`src/rtl/datamemory_arbiter.sv`:
```
// Two-port round-robin arbiter in front of a single-port data memory.
// Ports: clk/reset, req/we/addr/wdata/ack/rdata per port, mem_* to the memory, busy, counters.
module datamemory_arbiter #(
  parameter int ADDR_WIDTH = 17,
  parameter int DATA_WIDTH = 32,
  parameter int CNT_WIDTH  = 16
) (
  input  logic                  clk,
  input  logic                  reset,
  input  logic                  req0,
  input  logic                  we0,
  input  logic [ADDR_WIDTH-1:0] addr0,
  input  logic [DATA_WIDTH-1:0] wdata0,
  output logic                  ack0,
  output logic [DATA_WIDTH-1:0] rdata0,
  input  logic                  req1,
  input  logic                  we1,
  input  logic [ADDR_WIDTH-1:0] addr1,
  input  logic [DATA_WIDTH-1:0] wdata1,
  output logic                  ack1,
  output logic [DATA_WIDTH-1:0] rdata1,
  output logic [ADDR_WIDTH-1:0] mem_address,
  output logic [DATA_WIDTH-1:0] mem_din,
  output logic                  mem_wr_enable,
  input  logic [DATA_WIDTH-1:0] mem_dout,
  output logic                  busy,
  output logic [CNT_WIDTH-1:0]  count0,
  output logic [CNT_WIDTH-1:0]  count1
);

  typedef enum logic [1:0] {
    IDLE,
    ACCESS,
    DONE
  } state_t;

  localparam logic [CNT_WIDTH-1:0] CNT_MAX = '1;

  state_t                state_q, state_d;
  logic                  gnt_q, gnt_d;
  logic                  last_q, last_d;
  logic                  we_q, we_d;
  logic [ADDR_WIDTH-1:0] addr_q, addr_d;
  logic [DATA_WIDTH-1:0] wdata_q, wdata_d;
  logic [DATA_WIDTH-1:0] rdata0_q, rdata0_d;
  logic [DATA_WIDTH-1:0] rdata1_q, rdata1_d;
  logic [CNT_WIDTH-1:0]  cnt0_q, cnt0_d;
  logic [CNT_WIDTH-1:0]  cnt1_q, cnt1_d;
  logic                  pick;

  // On a tie the port that did not win last time is served.
  assign pick = (req0 & req1) ? ~last_q : req1;

  always_comb begin
    state_d  = state_q;
    gnt_d    = gnt_q;
    last_d   = last_q;
    we_d     = we_q;
    addr_d   = addr_q;
    wdata_d  = wdata_q;
    rdata0_d = rdata0_q;
    rdata1_d = rdata1_q;
    cnt0_d   = cnt0_q;
    cnt1_d   = cnt1_q;
    unique case (state_q)
      IDLE: begin
        if (req0 | req1) begin
          gnt_d   = pick;
          last_d  = pick;
          we_d    = pick ? we1 : we0;
          addr_d  = pick ? addr1 : addr0;
          wdata_d = pick ? wdata1 : wdata0;
          state_d = ACCESS;
        end
      end
      ACCESS: begin
        if (gnt_q) begin
          rdata1_d = mem_dout;
          if (cnt1_q != CNT_MAX) cnt1_d = cnt1_q + 1'b1;
        end else begin
          rdata0_d = mem_dout;
          if (cnt0_q != CNT_MAX) cnt0_d = cnt0_q + 1'b1;
        end
        state_d = DONE;
      end
      DONE: state_d = IDLE;
      default: state_d = IDLE;
    endcase
  end

  always_ff @(posedge clk or posedge reset) begin
    if (reset) begin
      state_q  <= IDLE;
      gnt_q    <= 1'b0;
      last_q   <= 1'b1;
      we_q     <= 1'b0;
      addr_q   <= '0;
      wdata_q  <= '0;
      rdata0_q <= '0;
      rdata1_q <= '0;
      cnt0_q   <= '0;
      cnt1_q   <= '0;
    end else begin
      state_q  <= state_d;
      gnt_q    <= gnt_d;
      last_q   <= last_d;
      we_q     <= we_d;
      addr_q   <= addr_d;
      wdata_q  <= wdata_d;
      rdata0_q <= rdata0_d;
      rdata1_q <= rdata1_d;
      cnt0_q   <= cnt0_d;
      cnt1_q   <= cnt1_d;
    end
  end

  // Memory bus comes from the latched request; address/data hold between accesses.
  assign mem_address   = addr_q;
  assign mem_din       = wdata_q;
  assign mem_wr_enable = (state_q == ACCESS) & we_q;

  assign ack0   = (state_q == DONE) & ~gnt_q;
  assign ack1   = (state_q == DONE) & gnt_q;
  assign rdata0 = rdata0_q;
  assign rdata1 = rdata1_q;
  assign busy   = (state_q != IDLE);
  assign count0 = cnt0_q;
  assign count1 = cnt1_q;

endmodule

```
`config.mk`:
```
export PLATFORM = sky130hd
export DESIGN_NAME = datamemory_arbiter
export DESIGN_NICKNAME = d
export VERILOG_FILES = /design/src/rtl/datamemory_arbiter.sv
export SDC_FILE = /design/constraint.sdc
export NUM_CORES = 1
export LEC_CHECK = 0
export BUFFER_PORTS_ARGS = -buffer_cell sky130_fd_sc_hd__buf_2
export CAP_MARGIN = 40
export CELL_PAD_IN_SITES_DETAIL_PLACEMENT = 1
export CELL_PAD_IN_SITES_GLOBAL_PLACEMENT = 2
export CORE_MARGIN = 2
export CORE_UTILIZATION = 25
export DETAILED_ROUTE_END_ITERATION = 16
export PLACE_DENSITY_LB_ADDON = 0.1
export SYNTH_ARGS = -nofsm -noshare
export SYNTH_HDL_FRONTEND = slang
export SYNTH_SLANG_ARGS = --single-unit
```
`constraint.sdc`:
```
create_clock -name clk -period 4.12 [get_ports clk]
set_input_delay 0.412 -clock clk [delete_from_list [all_inputs] [get_ports clk]]
set_output_delay 0.412 -clock clk [all_outputs]
set_load 0.01 [all_outputs]
```
==> PnR_summary.wiki <==
{| class="wikitable"
! Metric !! Value
|-
| Die footprint || between 20000 and 30000 um2
|-
| Register bit count reported by yosys || 150
|-
| Post-CTS setup buffer count || 0
|-
| XOR/XNOR share of the synthesized area || 0.0380
|-
| Fraction of the mapped netlist area in adder cells || 0.00388
|-
| Post-Syn Area per Cell || 11.0 um2
|-
| Kind of start point of the critical path || flip-flop
|-
| Part of the total power dissipated in sequential elements || 0.376
|-
| Largest net degree at the start of global routing || approximately 150
|-
| Maximum vdd ir drop || approximately 0.24 mV
|-
| Count of warnings emitted by yosys || 0
|-
| Number of nets in the final layout || 1006
|-
| WS Path Type || flip-flop to flip-flop
|-
| Worst skew pair latency || about 420 ps
|-
| Total overflow reported by the global router || 0
|-
| Switching portion of total power || 0.377
|-
| Instance count of the mapped netlist || a little under 600
|-
| Critical path required time || ~4400 ps
|-
| Number of global-route vias before repair || approximately 5700
|-
| Number of CTS-inserted buffers || 17
|-
| Switching power || around 2.5 mW
|-
| Vias after detailed routing || ~5400
|-
| Maximum frequency from static timing analysis || between 400 and 500 MHz
|-
| Post-synthesis compound-gate area fraction || 0.0585
|-
| RSZ-0062 raised after global routing || false
|-
| Simple-gate portion of the synthesized area || 0.155
|-
| Proportion of synthesized flip-flops having asynchronous set or reset || 1.00
|-
| Via density || between 4 and 5
|-
| Clock tree from TritonCTS || yes
|-
| Maximum fanout along the worst path || 20
|-
| Cell area after synthesis || approximately 6500 um2
|-
| Starting density of the core || 0.256
|-
| Most frequent cells in the layout || buf_2, dfrtp_1, nand2_1
|-
| Vertical extent of the die || roughly 160 um
|-
| P_int || a little over 4 mW
|-
| Proportion of synthesized chip area in sequential cells || 0.582
|-
| Leakage || 4.51 nW
|-
| Final number of max-transition violations || 0
|-
| Finished Core Util || 0.353
|-
| Wire length per cell || about 17 um
|-
| Count of buffers inserted at the top-level ports || between 200 and 300
|-
| Largest family of logic cells by synthesized area || simple AND/OR/NAND/NOR gates
|-
| HPWL reported at the end of detailed placement || around 15 mm
|-
| Design area || 8930 um2
|-
| Post-synth top area share || 0.578
|-
| Net count after synthesis || 723
|-
| Number of placement rows || 58
|-
| Slew at the pin closest to its max-slew limit || about 840 ps
|-
| Final-layout setup total negative slack || 0 ps
|-
| Number of synthesized flops with an enable pin || 0
|-
| Total Routing Usage GR || 0.154
|-
| CP arrival || 2570 ps
|-
| Share of final-layout standard cells stronger than drive strength 1 || 0.421
|-
| Combinational share of power || 0.383
|-
| Number of resized instances in the post-cts repair step || 0
|-
| Final Total Pwr || between 6 and 7 mW
|-
| Clock slew at the register clock pins of the worst setup and hold paths || about 70 ps
|-
| Clock root buffer || clkbuf_16
|-
| TritonRoute pass-1 iters || 4
|-
| Remaining design rule violation count || 0
|-
| Max_slew headroom || 0.441
|-
| Period utilisation layout || 0.555
|-
| Count of clock tree sinks || 150
|-
| Ys flop type || dfrtp_1
|-
| Share of total power in the clock network || 0.241
|-
| Post-CTS Hold Fix Bufs || 0
|-
| Final Hold Viols || 0
|-
| Global-route wire length before repair || between 30 and 40 mm
|-
| Hold crit path type || primary input to flip-flop
|-
| Cell accounting for the most synthesized area || dfrtp_1
|-
| Antenna-violating nets left || 0
|-
| N_diodes || 0
|-
| Number of antenna violations at the first check in global routing || 0
|-
| Count of different cell masters after synthesis || 45
|-
| Post-layout minimum cycle time || ~2300 ps
|-
| Pwr dens || 745 nW/um2
|-
| Layout filler cell count || roughly 3000
|-
| Mux contribution to synthesized area || 0.137
|-
| Maximum clock skew at final layout || roughly 9.1 ps
|-
| Area of combinational cells with multiple inputs || 2560 um2
|-
| Routability congestion estimate || a little over 0.7
|-
| Area of the core || between 20000 and 30000 um2
|-
| Maximum buffer depth of the clock tree || 2
|-
| Area growth, synth to finish || 38.3%
|-
| Drt initial violations || approximately 160
|-
| Area contributors post-synth || dfrtp_1, mux2i_1, nand2_1
|-
| CTS HTree Levels || 4
|-
| Final Setup Violations || 0
|-
| DRT Wirelength || about 20 mm
|-
| Outcome || complete, no violations
|-
| I/O pin count || 285
|-
| Sort of element at the end of the critical path || flip-flop
|-
| Die width || about 160 um
|-
| Area after DPL || around 8300 um2
|-
| Total area of sequential cells || between 3000 and 4000 um2
|-
| Leading cell type in the layout, fill and taps excluded || buf_2
|-
| Count of max-cap constraint violations || 0
|}
## synth_stat cells, drive strengths merged (2+ instances only)
cell type	number
ha	2
a21boi	2
o311ai	2
buf	19
nor3	7
mux2	34
dfrtp	149
nand3	7
mux2i	50
inv	7
nor4	7
xnor2	6
a21oi	58
nand2	107
clkbuf	10
and4	4
xor2	22
nor3b	5
nor2	58
nand4	11
and2	2
and3	2
## state kept, by name, summed over array words and instances, names as in the netlist
signal,count
count0,16
state_q,2
rdata1,32
rdata0,32
mem_din,32
we_q,1
count1,16
mem_address,17
gnt_q,1
last_q,1
## power by group through the flow
stage	sequential, mW	combinational [mW]	clock (mW)
3_5_place_dp	2.53	2.62	0
3_3_place_gp	2.50	2.50	0
6_report	2.50	2.55	1.60
5_1_grt	2.60	2.83	1.73
2_1_floorplan	2.76	1.16	0
4_1_cts	2.51	2.62	1.65
## worst max-delay path, cell delays in order (launching register included)
cell and delay, ps:
dfrtp_1 460, nand3b_1 680, buf_4 450, nor2_1 190, o311ai_0 210, xnor2_1 170
## cell type report
type | count | area share
Inverter | 7 | 0.00336
Clock inverter | 12 | 0.0158
Clock buffer | 20 | 0.0512
Sequential cell | 150 | 0.421
Tap cell | 330 | 0.0463
Timing Repair Buffer | 293 | 0.176
Multi-Input combinational cell | 399 | 0.287
## per-layer routing
layer | global-route usage | vias to the layer above | part of all wire
met5 | 0 | - | 0
met4 | 0.0391 | 0 | 0.011
met3 | 0.0495 | 15 | 0.074
met2 | 0.271 | 180 | 0.51
met1 | 0.183 | 2642 | 0.41
li1 | - | 2560 | -
## cells by family after synthesis
family | count (synthesis)
AOI/OAI and AO/OA | 69
xor gates and xnor gates | 28
adders and majority gates | 2
buffers and inverters | 36
DFF | 150
muxes | 84
and+or+nand+nor | 216
## stage by stage
step                      setup slack (ps)  hold WS (ps)  std cells
final                                 1830           206       1211
after global routing                  1560           194       1211
after CTS                             1760           180       1211
after detailed placement              1770           458       1179
after global placement                1740           455       1175
after floorplan                       1820           475        585
## final timing paths
path | start | endpoint | slack, ps | cells past startpoint
min reg2reg | rdata1[19] | rdata1[19] | 470 | 2
max in group asynchronous | reset | count0[15] | 3260 | 3
min | mem_dout[21] | rdata1[21] | 210 | 3
min in group asynchronous | reset | mem_address[10] | 230 | 3
max reg2reg | state_q[1] | count1[6] | 1830 | 5
max | state_q[1] | count1[6] | 1830 | 5
Power figures use the tool's default switching activity.
